[config.mk]
export PLATFORM = sky130hd
export DESIGN_NAME = side_buff_inject
export DESIGN_NICKNAME = d
export VERILOG_FILES = /design/src/rtl/side_buff_inject_pkg.sv /design/src/rtl/side_fifo.sv /design/src/rtl/side_buff_inject.sv
export SDC_FILE = /design/constraint.sdc
export NUM_CORES = 1
export LEC_CHECK = 0
export CORE_MARGIN = 2
export CORE_UTILIZATION = 38
export CTS_CLUSTER_SIZE = 16
export DETAILED_ROUTE_END_ITERATION = 16
export DONT_BUFFER_PORTS = 1
export GPL_TIMING_DRIVEN = 0
export PLACE_DENSITY = 0.57
export SLEW_MARGIN = 5
export SYNTH_ARGS = -nofsm -noshare
export SYNTH_HDL_FRONTEND = slang
export SYNTH_SLANG_ARGS = --single-unit
[constraint.sdc]
create_clock -name clk -period 4.1 [get_ports clk]
set_clock_uncertainty 0.1 [all_clocks]
set_input_delay 0.82 -clock clk [delete_from_list [all_inputs] [get_ports clk]]
set_output_delay 0.82 -clock clk [all_outputs]
set_load 0.05 [all_outputs]
[src/rtl/side_buff_inject_pkg.sv]
// Shared router definitions: flit width, lane indices and the empty-flit encoding.
package side_buff_inject_pkg;

  localparam int FLIT_W  = 11;
  localparam int N_LANES = 4;

  localparam int EAST  = 0;
  localparam int WEST  = 1;
  localparam int NORTH = 2;
  localparam int SOUTH = 3;

  typedef logic [FLIT_W-1:0] flit_t;

  localparam flit_t EMPTY_FLIT = '0;

  function automatic logic is_empty(input flit_t f);
    return f == EMPTY_FLIT;
  endfunction

endpackage

[src/rtl/side_fifo.sv]
// Side-buffer FIFO: DEPTH entries, power-of-two pointers wrapping naturally.
// A push while full is accepted only together with a pop; no write-to-read bypass.
module side_fifo
  import side_buff_inject_pkg::*;
#(
  parameter int DEPTH  = 4,
  parameter int DATA_W = FLIT_W
) (
  input  logic                       clk,
  input  logic                       rst_n,
  input  logic                       push,
  input  logic [DATA_W-1:0]          push_data,
  input  logic                       pop,
  output logic [DATA_W-1:0]          head,
  output logic                       full,
  output logic                       empty,
  output logic [$clog2(DEPTH):0]     count
);

  localparam int AW = $clog2(DEPTH);
  localparam int CW = AW + 1;

  logic [DATA_W-1:0] mem [DEPTH];
  logic [AW-1:0]     wr_ptr;
  logic [AW-1:0]     rd_ptr;
  logic [CW-1:0]     count_next;
  logic              do_push;
  logic              do_pop;

  assign empty   = (count == '0);
  assign do_pop  = pop && !empty;
  assign do_push = push && (!full || do_pop);
  assign head    = mem[rd_ptr];

  always_comb begin
    count_next = count;
    case ({do_push, do_pop})
      2'b10:   count_next = count + 1'b1;
      2'b01:   count_next = count - 1'b1;
      default: count_next = count;
    endcase
  end

  always_ff @(posedge clk or negedge rst_n) begin
    if (!rst_n) begin
      wr_ptr <= '0;
      rd_ptr <= '0;
      count  <= '0;
      full   <= 1'b0;
    end else begin
      if (do_push) wr_ptr <= wr_ptr + 1'b1;
      if (do_pop)  rd_ptr <= rd_ptr + 1'b1;
      count <= count_next;
      full  <= (count_next == CW'(DEPTH));
    end
  end

  // Storage carries no reset; occupancy alone says which entries are live.
  always_ff @(posedge clk) begin
    if (do_push) mem[wr_ptr] <= push_data;
  end

endmodule

[src/rtl/side_buff_inject.sv]
// Side-buffer re-injection stage: buffered flits refill the lowest empty lane.
// Optional starvation redirect is enabled with `define SIDE_BUFF_REDIRECT_EN.
module side_buff_inject
  import side_buff_inject_pkg::*;
#(
  parameter int DEPTH      = 4,
  parameter int STARVE_LIM = 8
) (
  input  logic                   clk,
  input  logic                   rst_n,
  input  logic [FLIT_W-1:0]      ead,
  input  logic [FLIT_W-1:0]      wad,
  input  logic [FLIT_W-1:0]      nad,
  input  logic [FLIT_W-1:0]      sad,
  input  logic [FLIT_W-1:0]      sbuff,
  output logic [FLIT_W-1:0]      e_out,
  output logic [FLIT_W-1:0]      w_out,
  output logic [FLIT_W-1:0]      n_out,
  output logic [FLIT_W-1:0]      s_out,
  output logic                   buff_full,
  output logic [$clog2(DEPTH):0] buff_cnt
);

  localparam int SW = $clog2(STARVE_LIM + 1);

  flit_t       lanes  [N_LANES];
  flit_t       out_p1 [N_LANES];
  flit_t       head;
  flit_t       push_data;
  logic [1:0]  sel;
  logic        any_empty;
  logic        pop_req;
  logic        redirect;
  logic        fifo_push;
  logic        fifo_pop;
  logic        fifo_full;
  logic        fifo_empty;
  logic        drop;
  logic [SW-1:0] starve_cnt;
  logic        ovf_err;

  assign lanes[EAST]  = ead;
  assign lanes[WEST]  = wad;
  assign lanes[NORTH] = nad;
  assign lanes[SOUTH] = sad;

  // Scan from the highest index down so the lowest-index empty lane wins.
  always_comb begin
    any_empty = 1'b0;
    sel       = 2'(EAST);
    for (int i = N_LANES - 1; i >= 0; i--) begin
      if (is_empty(lanes[i])) begin
        any_empty = 1'b1;
        sel       = 2'(i);
      end
    end
  end

  assign pop_req = !fifo_empty && any_empty;

`ifdef SIDE_BUFF_REDIRECT_EN
  assign redirect = fifo_full && !any_empty && (starve_cnt == SW'(STARVE_LIM));
`else
  assign redirect = 1'b0;
`endif

  // On a redirect the push slot is taken by the east flit, so a diverted flit is lost.
  assign fifo_pop  = pop_req || redirect;
  assign fifo_push = redirect || !is_empty(sbuff);
  assign push_data = redirect ? ead : sbuff;
  assign drop      = !is_empty(sbuff) && (redirect || (fifo_full && !pop_req));

  side_fifo #(
    .DEPTH  (DEPTH),
    .DATA_W (FLIT_W)
  ) u_side_fifo (
    .clk       (clk),
    .rst_n     (rst_n),
    .push      (fifo_push),
    .push_data (push_data),
    .pop       (fifo_pop),
    .head      (head),
    .full      (fifo_full),
    .empty     (fifo_empty),
    .count     (buff_cnt)
  );

  assign buff_full = fifo_full;

  // Stage p1: registered lanes, starve counter and sticky overflow flag.
  always_ff @(posedge clk or negedge rst_n) begin
    if (!rst_n) begin
      for (int i = 0; i < N_LANES; i++) out_p1[i] <= EMPTY_FLIT;
      starve_cnt <= '0;
      ovf_err    <= 1'b0;
    end else begin
      for (int i = 0; i < N_LANES; i++) begin
        out_p1[i] <= (pop_req && (sel == 2'(i))) ? head : lanes[i];
      end
      if (redirect) out_p1[EAST] <= head;

      if (fifo_pop)
        starve_cnt <= '0;
      else if (fifo_full && (starve_cnt != SW'(STARVE_LIM)))
        starve_cnt <= starve_cnt + 1'b1;

      if (drop) ovf_err <= 1'b1;
    end
  end

  assign e_out = out_p1[EAST];
  assign w_out = out_p1[WEST];
  assign n_out = out_p1[NORTH];
  assign s_out = out_p1[SOUTH];

endmodule

Word level (Yosys, flattened, before mapping)

Memory sizes are Yosys's and may differ from the RTL's.
Index checks and enable logic that the tools add are counted.

Add/subtract/negate cells: 4
Reductions and logical operators: 18
Mux-type cells: 15
Eq/ne operators: 6

Operators with widths:

| cell                                                 | count |
|---|---|
| zero test 11 bit                                     | 5 |
| two-way mux 11 bit                                   | 4 |
| two-way mux 2 bit                                    | 4 |
| logical AND 1 bit                                    | 7 |
| equality test 2 bit (second input constant)          | 3 |
| two-way mux 1 bit                                    | 6 |
| one-hot mux 3 bit (2 select lines)                   | 1 |
| adder 2 x 1 -> 2 bit (second input constant)         | 2 |
| equality test 2 x 1 -> 1 bit (second input constant) | 2 |
| adder 3 x 1 -> 3 bit (second input constant)         | 1 |
| equality test 3 bit (second input constant)          | 1 |
| zero test 1 bit                                      | 3 |
| zero test 3 bit                                      | 1 |
| subtractor 3 x 1 -> 3 bit (second input constant)    | 1 |
| zero test 2 bit                                      | 1 |
| logical OR 1 bit                                     | 1 |

Output and inout bits: 48
Input bits: 57
Memory bits (writable): 44
Memories: 1
Logic and storage cells: 52
Register bits after elaboration: 52

Memories:

| memory          | words | bits a word | rd ports | clocked after Yosys merged registers in | write ports | RTL line        | source |
|---|---|---|---|---|---|---|---|
| u_side_fifo.mem | 4     | 11          | 1        | 0                                       | 1           | side_fifo.sv:23 | `logic [DATA_W-1:0] mem [DEPTH];` |

Longest topological paths before layout

Depth in word-level cells: 12
Gate-level depth with buffers: 11
Depth with buffers taken out: 11

By module

From an unflattened synthesis, not the netlist that was laid out.

Cell total of the unflattened synthesis: 255
Area total of the unflattened synthesis: 4086.4 µm²

Modules (own cells, without submodules):

| module           | area an instance (µm²) | cells an instance | instances |
|---|---|---|---|
| side_fifo        | 2053.2                 | 97                | 1 |
| side_buff_inject | 2033.2                 | 158               | 1 |

Worst setup path before layout

OpenSTA, ideal clock, no wires.

Path type: input-to-reg
Start: input port ead[7]
End: register u_side_fifo.full
Buffers on the path: 0
Arrival time: 2851 ps
Cell stages on the path: 10
Library setup time: 88 ps
Setup slack: 1061 ps
Cells stage by stage: nor3_1 nand3_4 a41oi_4 ha_1 inv_1 fa_1 xor2_1 nor2_1 xor2_1 nor3b_1

Word-level cells in the longest chain between the ends: 9
Elaborated cells on any way between the ends: 10

RTL lines:

| what                                                                | RTL line                   | source |
|---|---|---|
| start: declaration                                                  | side_buff_inject.sv:11     | `input logic [FLIT_W-1:0] ead,` |
| zero test 11 bit *                                                  | side_buff_inject_pkg.sv:17 | `return f == EMPTY_FLIT;` |
| two-way mux 1 bit *                                                 | side_buff_inject.sv:52     | `if (is_empty(lanes[i])) begin` |
| logical AND 1 bit *                                                 | side_buff_inject.sv:59     | `assign pop_req = !fifo_empty && any_empty;` |
| logical AND 1 bit *                                                 | side_fifo.sv:31            | `assign do_pop = pop && !empty;` |
| net u_side_fifo.do_pop                                              | side_fifo.sv:28            | `logic do_pop;` |
| logical OR 1 bit                                                    | side_fifo.sv:32            | `assign do_push = push && (!full \|\| do_pop);` |
| logical AND 1 bit                                                   | side_fifo.sv:32            |  |
| equality test 2 x 1 -> 1 bit or equality test 2 bit (tied branches) | side_fifo.sv:37            | `case ({do_push, do_pop})` |
| one-hot mux 3 bit (2 select lines) *                                | side_fifo.sv:37            |  |
| net u_side_fifo.count_next[2]                                       | side_fifo.sv:26            | `logic [CW-1:0] count_next;` |
| equality test 3 bit *                                               | side_fifo.sv:54            | `full <= (count_next == CW'(DEPTH));` |
| end signal: assignment                                              | side_fifo.sv:54            |  |
| end: declaration                                                    | side_fifo.sv:15            | `output logic full,` |

Mark *: on every way through the listed nets, which the timed path passes. The rest lies on a longest branch.
A chain may end at the register's enable or synchronous reset.

Worst setup path after layout

Start: input port nad[3]
End: register u_side_fifo.full

Word-level cells in the longest chain between the ends: 11
Elaborated cells on any way between the ends: 12

RTL lines:

| what                                                                | RTL line                   | source |
|---|---|---|
| start: declaration                                                  | side_buff_inject.sv:13     | `input logic [FLIT_W-1:0] nad,` |
| zero test 11 bit *                                                  | side_buff_inject_pkg.sv:17 |  |
| two-way mux 1 bit * (3 in a row)                                    | side_buff_inject.sv:52     |  |
| logical AND 1 bit *                                                 | side_buff_inject.sv:59     |  |
| logical AND 1 bit *                                                 | side_fifo.sv:31            |  |
| net u_side_fifo.do_pop                                              | side_fifo.sv:28            |  |
| logical OR 1 bit                                                    | side_fifo.sv:32            |  |
| logical AND 1 bit                                                   | side_fifo.sv:32            |  |
| equality test 2 x 1 -> 1 bit or equality test 2 bit (tied branches) | side_fifo.sv:37            |  |
| one-hot mux 3 bit (2 select lines) *                                | side_fifo.sv:37            |  |
| net u_side_fifo.count_next[2]                                       | side_fifo.sv:26            |  |
| equality test 3 bit *                                               | side_fifo.sv:54            |  |

Marked as above.

==> impl_metrics.yaml <==
clocking:
  cts.clk_slew.worst_paths_ns: 0.10
  cts_sinks: 96
  cts_hold_buffers: 0
  worstSkewPairLatency_ns: 0.37
  cts_made_buffers: 9
  htreeDepth: 3
  cts_tree: "built"
  cts_resized: 0
  cts_root_buf: "clkbuf_8"
  clock_path_buffers: 2
  postCtsSetupBuffers: 0
synthesis:
  ys_warn_count: 0
  yosysTopAreaCellShare: 0.3411
  syn_area_per_cell_um2: 16.99
  syn_area_mm2: 0.003874
  yosysSeqAreaShare: 0.6770
  synth_top_cell_by_area: "edfxtp_1"
  ys_types: 42
  synth_edf_count: 44
  synthArstFlopShare: 0.5417
  synth.net_count: 291
  synth_seq_cells: 96
  synth-main-ff-cell: "dfrtp_1"
  syn_inst: 228
  netlist_top_cells_area: "edfxtp_1, dfrtp_1, a21o_1, mux4_2, nor4_4"
timing:
  period_minus_slack_ns: 3.198
  clock.fmax_mhz: 312.7
  worst_slew_pin_slew_ns: 0.6301
  fin_crit_sh: 0.7800
  hold_viol: 0
  maxSlewViolCount: 0
  slew_headroom: 0.5800
  fin_setup_tns_ns: 0
  rsz0062_at_grt: "false"
  setup_violations: 0
  fin_ws_ns: 0.9022
placed_design:
  hpwl_um: 6292
  gp_congestion: 0.7660
  dp_slack_ns: 0.4991
  place_area_mm2: 0.004040
  portBuffers: 0
setup_path:
  r2r.worst_path.cells: 10
  critPathRequiredTime_ns: 4.27
  start_kind: "primary input"
  cp_max_fo: 8
  critical_path_class: "in -> reg"
  rr_endpoint: "u_side_fifo.full"
  cp-end-kind: "register"
  arrival_ns: 3.36
  worstReg2RegStart: "u_side_fifo.count[0]"
  r2r_setup_slack_ns: 1.14
global_routing:
  grt-ovfl-total: 0
  grt_max_degree: 53
  antenna_found_initial: 0
  grt_pass1_vias: 2264
  track_usage: 0.1671
  grt_first_pass_wirelength_um: 13490
power:
  p_per_area_mw_per_mm2: 603.3
  vdd_drop_max_v: 0.0001917
  p_leak_nw: 1.778
route:
  wl_per_cell_um: 23.09
  drt_wl_total_um: 8705
  ant_nets: 0
  num_vias: 2073
  drt_iter0_markers: 104
  drtPass1Iterations: 4
  route.detailed.drc: 0
  vias_per_cell: 5.499
floorplanning:
  rows: 36
  pin_count: 105
  die_h_um: 105.0
  die_area_mm2: 0.01102
  core_area_mm2: 0.009819
  initial_utilization: 0.3945
  die_w_um: 105.0
final_layout:
  antennaDiodeCount: 0
  layout.nets: 302
  nFillCells: 899
  area_growth_pct: 10.08
  drive_gt1_frac: 0.1967
  postLayoutCellArea_mm2: 0.004264
run_status:
  status: "finished clean"
job:
  maxCapViolCount: 0
worst_hold_path:
  hold_class: "in -> async"
==> worst max-delay path by stage <==
stage / startpoint / to / slack, ns / depth (start not counted)
6_report: nad[3] / u_side_fifo.full / 0.90 / 10
5_1_grt: wad[3] / u_side_fifo.full / 0.59 / 10
4_1_cts: wad[3] / u_side_fifo.full / 0.85 / 10
3_5_place_dp: wad[3] / u_side_fifo.full / 0.50 / 10
3_3_place_gp: wad[3] / u_side_fifo.full / 0.54 / 10
2_1_floorplan: ead[7] / u_side_fifo.full / 1.06 / 10
==> cells in the mapped netlist (2+ instances only) <==
master and count:
xor2_1 4, a31oi_1 2, buf_6 2, buf_2 2, nand3_1 3, dfrtp_1 52, mux4_2 11, edfxtp_1 44
nor3_1 5, o211a_1 4, a21o_1 40, or4_1 2, a21o_2 4, inv_1 6, mux2i_1 4, nor2_1 4
nor4_1 7, ha_1 5, nor4_4 3, a41oi_1 2
==> where the power goes <==
group	internal, mW	switching (mW)
Combinational	0.166	0.269
Sequential	1.23	0.226
Clock	0.348	0.332
Total	1.74	0.828
==> cell families (layout without fill, tap and decap cells) <==
family          count (synthesis)  count (layout)  share of synthesized area
mux                            15              15                    0.07429
simple gates                   36              36                    0.07590
buf+inv                        12              28                    0.01712
flops                          96              96                     0.6770
fa+ha+maj                       6               6                    0.02132
compound gates                 58              58                     0.1231
xor+xnor                        5               5                    0.01130
==> flip-flops by register name, summed over array words and instances, names as in the netlist <==
signal              count
e_out                  11
n_out                  11
s_out                  11
u_side_fifo.count       3
u_side_fifo.full        1
u_side_fifo.mem        44
u_side_fifo.rd_ptr      2
u_side_fifo.wr_ptr      2
w_out                  11
==> metal layers <==
| layer | vias up | global-route usage | wire length, µm |
|---|---|---|---|
| met5 | - | 0 | 0 |
| met4 | 0 | 0.08000 | 241 |
| met3 | 16 | 0.07611 | 836 |
| met2 | 100 | 0.2602 | 4175 |
| met1 | 1046 | 0.1963 | 3452 |
| li1 | 911 | - | - |
==> worst max-delay path, stage by stage <==
cell and delay (ns):
nor4_1 0.40, nand3_1 0.36, a41oi_4 0.42, ha_1 0.25, inv_1 0.07, fa_1 0.38, xor2_1 0.15, nor2_1 0.11
xor2_1 0.18, nor3b_1 0.21
==> final cells by class <==
cell class,instances,area [µm²],area share
sequential,96,2623,0.6150
multi-input combinational,120,1185,0.2779
clock buffer,12,170.2,0.03991
tap,133,166.4,0.03903
clock inverter,4,53.80,0.01262
buffer,6,43.79,0.01027
inverter,6,22.52,0.005282
==> placed cells by master (no fill, tap or decap), drive strengths merged, types with 2 or more instances in the layout <==
cell / synthesis / layout
ha: 5 / 5
nor4: 11 / 11
nor3: 6 / 6
a41oi: 3 / 3
buf: 5 / 5
inv: 6 / 9
nand3: 5 / 5
or4: 2 / 2
edfxtp: 44 / 44
a21o: 44 / 44
mux2i: 4 / 4
dfrtp: 52 / 52
o211a: 4 / 4
mux4: 11 / 11
nor2: 4 / 4
a31oi: 2 / 2
xor2: 4 / 4
nor3b: 2 / 2
clkbuf: 1 / 13
==> stage by stage <==
stage / std cells / total power, mW / hold slack, ns / utilization
floorplan: 228 / 1.770 / 0.4244 / -
global placement: 361 / 1.910 / 0.4255 / 0.4114
detailed placement: 361 / 1.928 / 0.4254 / 0.4114
CTS: 377 / 2.609 / 0.01541 / 0.4343
finish: 377 / 2.573 / 0.03482 / 0.4343
global route: 377 / 2.699 / 0.005438 / 0.4343
No activity file was read; power rests on OpenSTA's default activity.
